## config.mk

```make
export PLATFORM = sky130hd
export DESIGN_NAME = rom_loader
export DESIGN_NICKNAME = d
export VERILOG_FILES = /design/src/rtl/microprocessor_pkg.sv /design/src/rtl/rom_array.sv /design/src/rtl/rom_loader.sv
export SDC_FILE = /design/constraint.sdc
export NUM_CORES = 1
export LEC_CHECK = 0
export CAP_MARGIN = 20
export CORE_AREA = 2 2 182 255
export CTS_BUF_LIST = sky130_fd_sc_hd__clkbuf_4 sky130_fd_sc_hd__clkbuf_8 sky130_fd_sc_hd__clkbuf_16
export DETAILED_ROUTE_END_ITERATION = 6
export DIE_AREA = 0 0 184 257
export GPL_ROUTABILITY_DRIVEN = 0
export GPL_TIMING_DRIVEN = 0
export PLACE_DENSITY = 0.81
export SYNTH_ARGS = -nofsm -noshare
export SYNTH_HDL_FRONTEND = slang
export SYNTH_HIERARCHICAL = 1
export SYNTH_SLANG_ARGS = --single-unit
```

## constraint.sdc

```tcl
create_clock -name clk -period 6.62 [get_ports clk]
set_input_delay 1.655 -clock clk [delete_from_list [all_inputs] [get_ports clk]]
set_output_delay 1.655 -clock clk [all_outputs]
set_load 0.03 [all_outputs]
```

## src/rtl/microprocessor_pkg.sv

```systemverilog
`default_nettype none
// ============================================================================
// Module      : microprocessor_pkg
// Description : Shared types and helpers for the microprocessor program
//               memory and its boot loader.
//               - loader_state_t : boot-loader FSM state encoding
//               - instr_width()  : instruction width from register-file bits
// Revision    : 1.0  initial release
// ============================================================================
package microprocessor_pkg;

  typedef enum logic [2:0] {
    IDLE = 3'd0,
    HDR  = 3'd1,
    LO   = 3'd2,
    HI   = 3'd3,
    DONE = 3'd4,
    ERR  = 3'd5
  } loader_state_t;

  // Opcode nibble plus two register-file operand fields.
  function automatic int instr_width(input int rf_address_bits);
    return 4 + 2 * rf_address_bits;
  endfunction

endpackage
`default_nettype wire

```

## src/rtl/rom_array.sv

```systemverilog
`default_nettype none
// ============================================================================
// Module      : rom_array
// Description : Instruction storage with one write port and one registered,
//               enabled read port. No reset, so it maps onto block RAM.
// Ports       : clk      - clock, rising edge
//               wr_en    - write strobe
//               wr_addr  - write address
//               wr_data  - write word
//               rd_en    - read strobe; rd_data holds while low
//               rd_addr  - read address
//               rd_data  - registered read word (1-cycle latency)
// Revision    : 1.0  initial release
// ============================================================================
module rom_array
  import microprocessor_pkg::*;
#(
  parameter int DEPTH = 64,
  parameter int WIDTH = 10,
  localparam int AW   = (DEPTH > 1) ? $clog2(DEPTH) : 1
) (
  input  logic             clk,
  input  logic             wr_en,
  input  logic [AW-1:0]    wr_addr,
  input  logic [WIDTH-1:0] wr_data,
  input  logic             rd_en,
  input  logic [AW-1:0]    rd_addr,
  output logic [WIDTH-1:0] rd_data
);

  logic [WIDTH-1:0] r_mem [DEPTH];

  always_ff @(posedge clk) begin
    if (wr_en) begin
      r_mem[wr_addr] <= wr_data;
    end
    if (rd_en) begin
      rd_data <= r_mem[rd_addr];
    end
  end

endmodule
`default_nettype wire

```

## src/rtl/rom_loader.sv

```systemverilog
`default_nettype none
// ============================================================================
// Module      : rom_loader
// Description : Program memory feeding the processor instruction port. The
//               array is filled at boot from a byte-serial valid/ready stream
//               (count header, then LO/HI byte per instruction); the
//               processor is held in reset until a full program is resident.
// Ports       : clk, rst_n          - clock / async active-low reset
//               load_start         - pulse: start or restart a load
//               load_valid/data    - load byte stream
//               load_ready         - loader accepts a byte this cycle
//               load_done          - program resident, processor released
//               load_error         - bad header (sticky until load_start)
//               cpu_rst_n          - active-low processor reset
//               ROM_readEnable     - processor read request
//               ROM_address        - processor read address
//               ROM_data           - instruction word (1-cycle latency)
// Revision    : 1.0  initial release
// ============================================================================
module rom_loader
  import microprocessor_pkg::*;
#(
  parameter int ROM_addressBits = 6,
  parameter int RF_addressBits  = 3,
  localparam int IW             = instr_width(RF_addressBits)
) (
  input  logic                       clk,
  input  logic                       rst_n,
  input  logic                       load_start,
  input  logic                       load_valid,
  input  logic [7:0]                 load_data,
  output logic                       load_ready,
  output logic                       load_done,
  output logic                       load_error,
  output logic                       cpu_rst_n,
  input  logic                       ROM_readEnable,
  input  logic [ROM_addressBits-1:0] ROM_address,
  output logic [IW-1:0]              ROM_data
);

  localparam int c_depth = 2 ** ROM_addressBits;

  loader_state_t              r_state;
  loader_state_t              w_next;
  logic [ROM_addressBits-1:0] r_addr;
  logic [ROM_addressBits:0]   r_count;
  logic [7:0]                 r_lo;
  logic                       r_rd_seen;

  logic                       w_accept;
  logic                       w_hdr_bad;
  logic                       w_last;
  logic                       w_wr_en;
  logic [IW-1:0]              w_wr_data;
  logic                       w_rd_en;
  logic [IW-1:0]              w_rd_data;

  // Status outputs are pure state decodes.
  assign load_ready = (r_state == HDR) || (r_state == LO) || (r_state == HI);
  assign load_done  = (r_state == DONE);
  assign cpu_rst_n  = (r_state == DONE);
  assign load_error = (r_state == ERR);

  // A restart pulse wins over a byte offered on the same edge.
  assign w_accept  = load_valid && load_ready && !load_start;

  // Header is checked at full 32-bit width so out-of-range bytes never alias
  // into the (ROM_addressBits+1)-bit count register.
  assign w_hdr_bad = (load_data == 8'd0) || (32'(load_data) > c_depth);
  assign w_last    = ({1'b0, r_addr} == (r_count - 1'b1));

  assign w_wr_en   = w_accept && (r_state == HI);
  assign w_wr_data = {load_data[IW-9:0], r_lo};
  assign w_rd_en   = (r_state == DONE) && ROM_readEnable;

  always_ff @(posedge clk or negedge rst_n) begin
    if (!rst_n) begin
      r_state <= IDLE;
    end else begin
      r_state <= w_next;
    end
  end

  always_comb begin
    w_next = r_state;
    if (load_start) begin
      w_next = HDR;
    end else begin
      unique case (r_state)
        IDLE: w_next = IDLE;
        HDR:  if (w_accept) w_next = w_hdr_bad ? ERR : LO;
        LO:   if (w_accept) w_next = HI;
        HI:   if (w_accept) w_next = w_last ? DONE : LO;
        DONE: w_next = DONE;
        ERR:  w_next = ERR;
        default: w_next = IDLE;
      endcase
    end
  end

  always_ff @(posedge clk or negedge rst_n) begin
    if (!rst_n) begin
      r_addr    <= '0;
      r_count   <= '0;
      r_lo      <= '0;
      r_rd_seen <= 1'b0;
    end else begin
      if (load_start) begin
        r_addr <= '0;
      end else if (w_accept) begin
        unique case (r_state)
          HDR: begin
            if (!w_hdr_bad) begin
              r_count <= (ROM_addressBits+1)'(load_data);
            end
            r_addr <= '0;
          end
          LO: r_lo <= load_data;
          HI: if (!w_last) r_addr <= r_addr + 1'b1;
          default: ;
        endcase
      end
      if (w_rd_en) begin
        r_rd_seen <= 1'b1;
      end
    end
  end

  // The array read register has no reset; ROM_data reads as zero until the
  // first read after reset has loaded that register.
  assign ROM_data = r_rd_seen ? w_rd_data : '0;

  rom_array #(
    .DEPTH (c_depth),
    .WIDTH (IW)
  ) u_rom_array (
    .clk     (clk),
    .wr_en   (w_wr_en),
    .wr_addr (r_addr),
    .wr_data (w_wr_data),
    .rd_en   (w_rd_en),
    .rd_addr (ROM_address),
    .rd_data (w_rd_data)
  );

endmodule
`default_nettype wire

```

==> results.tsv <==
stage	metric	value	unit
run_status	status	completed	
floorplan	die_h	257	microns
global_routing	grt_usage	0.263	
clock_network	clk_path_buf_depth	3	
logic_synthesis	syn_nets	1294	
global_routing	grt_pass1_wl	88.8	mm
final_layout	synthToLayoutAreaGrowth	11.8	%
setup_path	start_kind	input pin	
setup_path	critPathMaxFanout	10	
setup_path	path_cells	clkdlybuf4s50_1 > nor2_1 > nand3_1 > nor2_1 > nor2b_1 > nand3_1 > nor2_1	
logic_synthesis	synth-edff-count	650	
clock_network	htreeDepth	2	
sta	fin_tns_setup	0	ps
final_layout	n_antenna_cell	0	
floorplan	initial_utilization	0.597	
sta	fin_hold_ws	590	ps
pwr	power	9.00	mW
pwr	total_leakage_power	9.63	nW
logic_synthesis	ys.flop_type	edfxtp_1	
clock_network	cts_setup_buffers	0	
pwr	cellPowerDensity	301	nW/um^2
setup_path	crit_arrival	4910	ps
placement	dp_hpwl	39.3	mm
clock_network	hold_buffers	0	
setup_path	r2r_cells	6	
sta	finalCritPeriodShare	0.708	
setup_path	r2r-end	u_rom_array/r_mem[14][9]	
sta	skew	26.1	ps
sta	hold_viol	0	
hold_path	hold_depth	0	
sta	setup_viol	0	
drt	vias	13200	
setup_path	reg2reg_slack	3010	ps
clock_network	cts_root_buf	clkbuf_16	
logic_synthesis	syn_avg_cell_area	21.1	sq um
floorplan	die_x	184	microns
setup_path	regToRegStartpoint	r_state[2]	
sta	worst_pin_slew	1180	ps
drt	ant_nets	0	
setup_path	critPathKind	in -> reg	
hold_path	hp-class	reg -> reg	
setup_path	crit_top_cell	nor2_1	
placement	pre_cts_slack	1490	ps
placement	port_buffers	28	
logic_synthesis	synth_cells	1272	
setup_path	end_kind	flop	
drt	drt-initial-drc-count	1591	
floorplan	fp.coreArea	44900	sq um
final_layout	layout.nets	1397	
logic_synthesis	synth.distinct_cells	58	
logic_synthesis	synth.yosys.warnings	6	
floorplan	rows	92	
logic_synthesis	syn_area	26800	sq um
sta	fin_ws	1930	ps
drt	drc_errors	0	
drt	dr.pass1.iters	5	
floorplan	ios	33	
drt	wl	60.4	mm
floorplan	dieArea	47300	sq um
placement	dpl.cell_count	1875	
logic_synthesis	ys_ff_latch	675	
global_routing	grt_max_degree	66	
global_routing	grt_pass1_vias	13700	
drt	via_per_inst	6.67	
sta	finalCriticalPeriod	4690	ps
clock_network	clk_pin_slew	70	ps
clock_network	insertion_delay	620	ps
global_routing	gr-total-overflow	0	
sta	fmaxAchievable	213	MHz
setup_path	cp.required	6840	ps
job	max_cap_violations	0	
pwr	peakVddDrop	205	uV
hold_path	hold_start	r_lo[2]	
clock_network	cts_tree	yes	
hold_path	whs_endpoint	u_rom_array/r_mem[50][2]	
logic_synthesis	yosysSeqAreaShare	0.752	
sta	rsz0062_at_grt	no	
setup_path	max_stage_delay	1020	ps
clock_network	cts-resized-gates	0	
global_routing	antenna_found_initial	0	
sta	relSlewSlack	0.209	
clock_network	numClockSinks	675	
setup_path	critPathSlowestCell	nor2_1	
clock_network	cts_inserted_buffers	57	
logic_synthesis	async_flop_share	0.0370	
final_layout	fin_cells	1985	
drt	post_drt_wl_per_cell	30.4	microns
final_layout	drive_above_1_share	0.255	
sta	drv_slew	0	
==> worst max-delay path by stage <==
stage                   start                        to  slack [ps]  cells after the start
6_report           load_start  u_rom_array/r_mem[14][9]        1930                      7
5_1_grt            load_start  u_rom_array/r_mem[14][9]        1770                      7
4_1_cts            load_start  u_rom_array/r_mem[14][9]        2070                      7
3_5_place_dp   ROM_address[1]    u_rom_array/rd_data[9]        1490                      8
3_3_place_gp     load_data[1]                r_count[1]        1320                      7
2_1_floorplan  ROM_address[0]    u_rom_array/rd_data[2]        3030                      7
==> layer usage <==
metal | wire (microns) | vias to the layer above | global-route usage
li1 | - | 5500 | -
met3 | 4340 | 187 | 0.0396
met5 | 0 | - | 0
met2 | 32000 | 738 | 0.460
met4 | 3650 | 0 | 0.142
met1 | 20400 | 6822 | 0.316
==> synth_stat cells, drive strengths merged (2+ instances only) <==
cell type	count	area, sq um
and3	2	12.5
or3b	2	17.5
o22ai	16	100
o211ai	4	30.0
o31ai	7	52.6
nand3b	5	37.5
o21bai	2	15.0
inv	7	26.3
mux2	27	349
or3	3	18.8
o311ai	4	35.0
nand4	2	12.5
nand2b	8	50.1
ha	3	37.5
nor2b	15	93.8
nor2	87	327
and2	15	93.8
xnor2	2	17.5
o21ai	8	40.0
a211oi	10	75.1
a22o	6	52.6
a221oi	7	67.6
mux2i	52	521
a2111oi	8	145
buf	42	282
edfxtp	650	19500
nand2	11	41.3
nand3	15	75.1
xor2	6	52.6
a21oi	5	25.0
or4	2	15.0
mux4	160	3600
nor3	5	30.0
a22oi	9	67.6
clkbuf	27	101
dfrtp	25	626
==> layout make-up <==
cell class                 instances  area, sq um
sequential                       675        20200
fill                            2727        15000
multi-input combinational        521         6230
clock buffer                      67         1520
tap                              564          706
timing repair buffer              44          515
clock inverter                    38          397
buffer                            69          383
inverter                           7         26.3
==> cells in the final DEF, fill, tap and decap left out, types with 4 or more instances in the layout <==
master and instances:
mux2i_1 52, nand2b_1 8, clkbuf_16 57, clkdlybuf4s50_1 26, a221oi_1 6, nand2_1 11
mux2_2 15, inv_1 7, o211ai_1 4, mux2_4 12, clkbuf_1 27, dfrtp_1 17
o311ai_1 4, xor2_1 6, edfxtp_1 650, buf_12 9, o21ai_1 7, a2111oi_2 6
mux4_2 160, nand3b_1 5, nor2_1 87, buf_2 21, clkinv_1 9, o31ai_1 7
a21oi_1 5, o22ai_1 16, buf_4 19, dfrtp_2 8, clkbuf_4 7, bufinv_16 7
clkinv_2 14, buf_6 6, nor2b_1 15, a22oi_1 9, a211oi_1 10, a22o_1 6
and2_1 15, nand3_1 15
==> critical path: cells and delay by family <==
| kind | cells | cell delay, ps |
|---|---|---|
| buffers and inverters | 1 | 490 |
| AND/OR/NAND/NOR | 6 | 2750 |
==> power breakdown <==
| part | internal [mW] | leakage, nW | switching, mW |
|---|---|---|---|
| sequential | 4.81 | 6.24 | 0.101 |
| clock | 1.92 | 0.955 | 1.48 |
| combinational | 0.290 | 2.44 | 0.407 |
==> logic make-up (layout without fill, tap and decap cells) <==
family / count (synthesis) / in the layout / synth area share
AOI/OAI and AO/OA: 95 / 95 / 0.0294
xor gates and xnor gates: 8 / 8 / 0.00262
adders and majority gates: 3 / 3 / 0.00140
buffers and inverters: 76 / 225 / 0.0153
DFF: 675 / 675 / 0.752
muxes: 239 / 239 / 0.167
and+or+nand+nor: 176 / 176 / 0.0320
==> flip-flops by register name, indices dropped and copies added (netlist names) <==
name and flops:
r_addr 6, r_count 7, r_lo 8, r_rd_seen 1, r_state 3, u_rom_array/r_mem 640, u_rom_array/rd_data 10
==> per-stage QoR <==
stage	util	cell area [sq um]
after global routing	0.667	29900
final	0.667	29900
after global placement	0.618	27800
after floorplan	-	26800
after CTS	0.666	29900
after detailed placement	0.623	28000
Power figures use the tool's default switching activity.
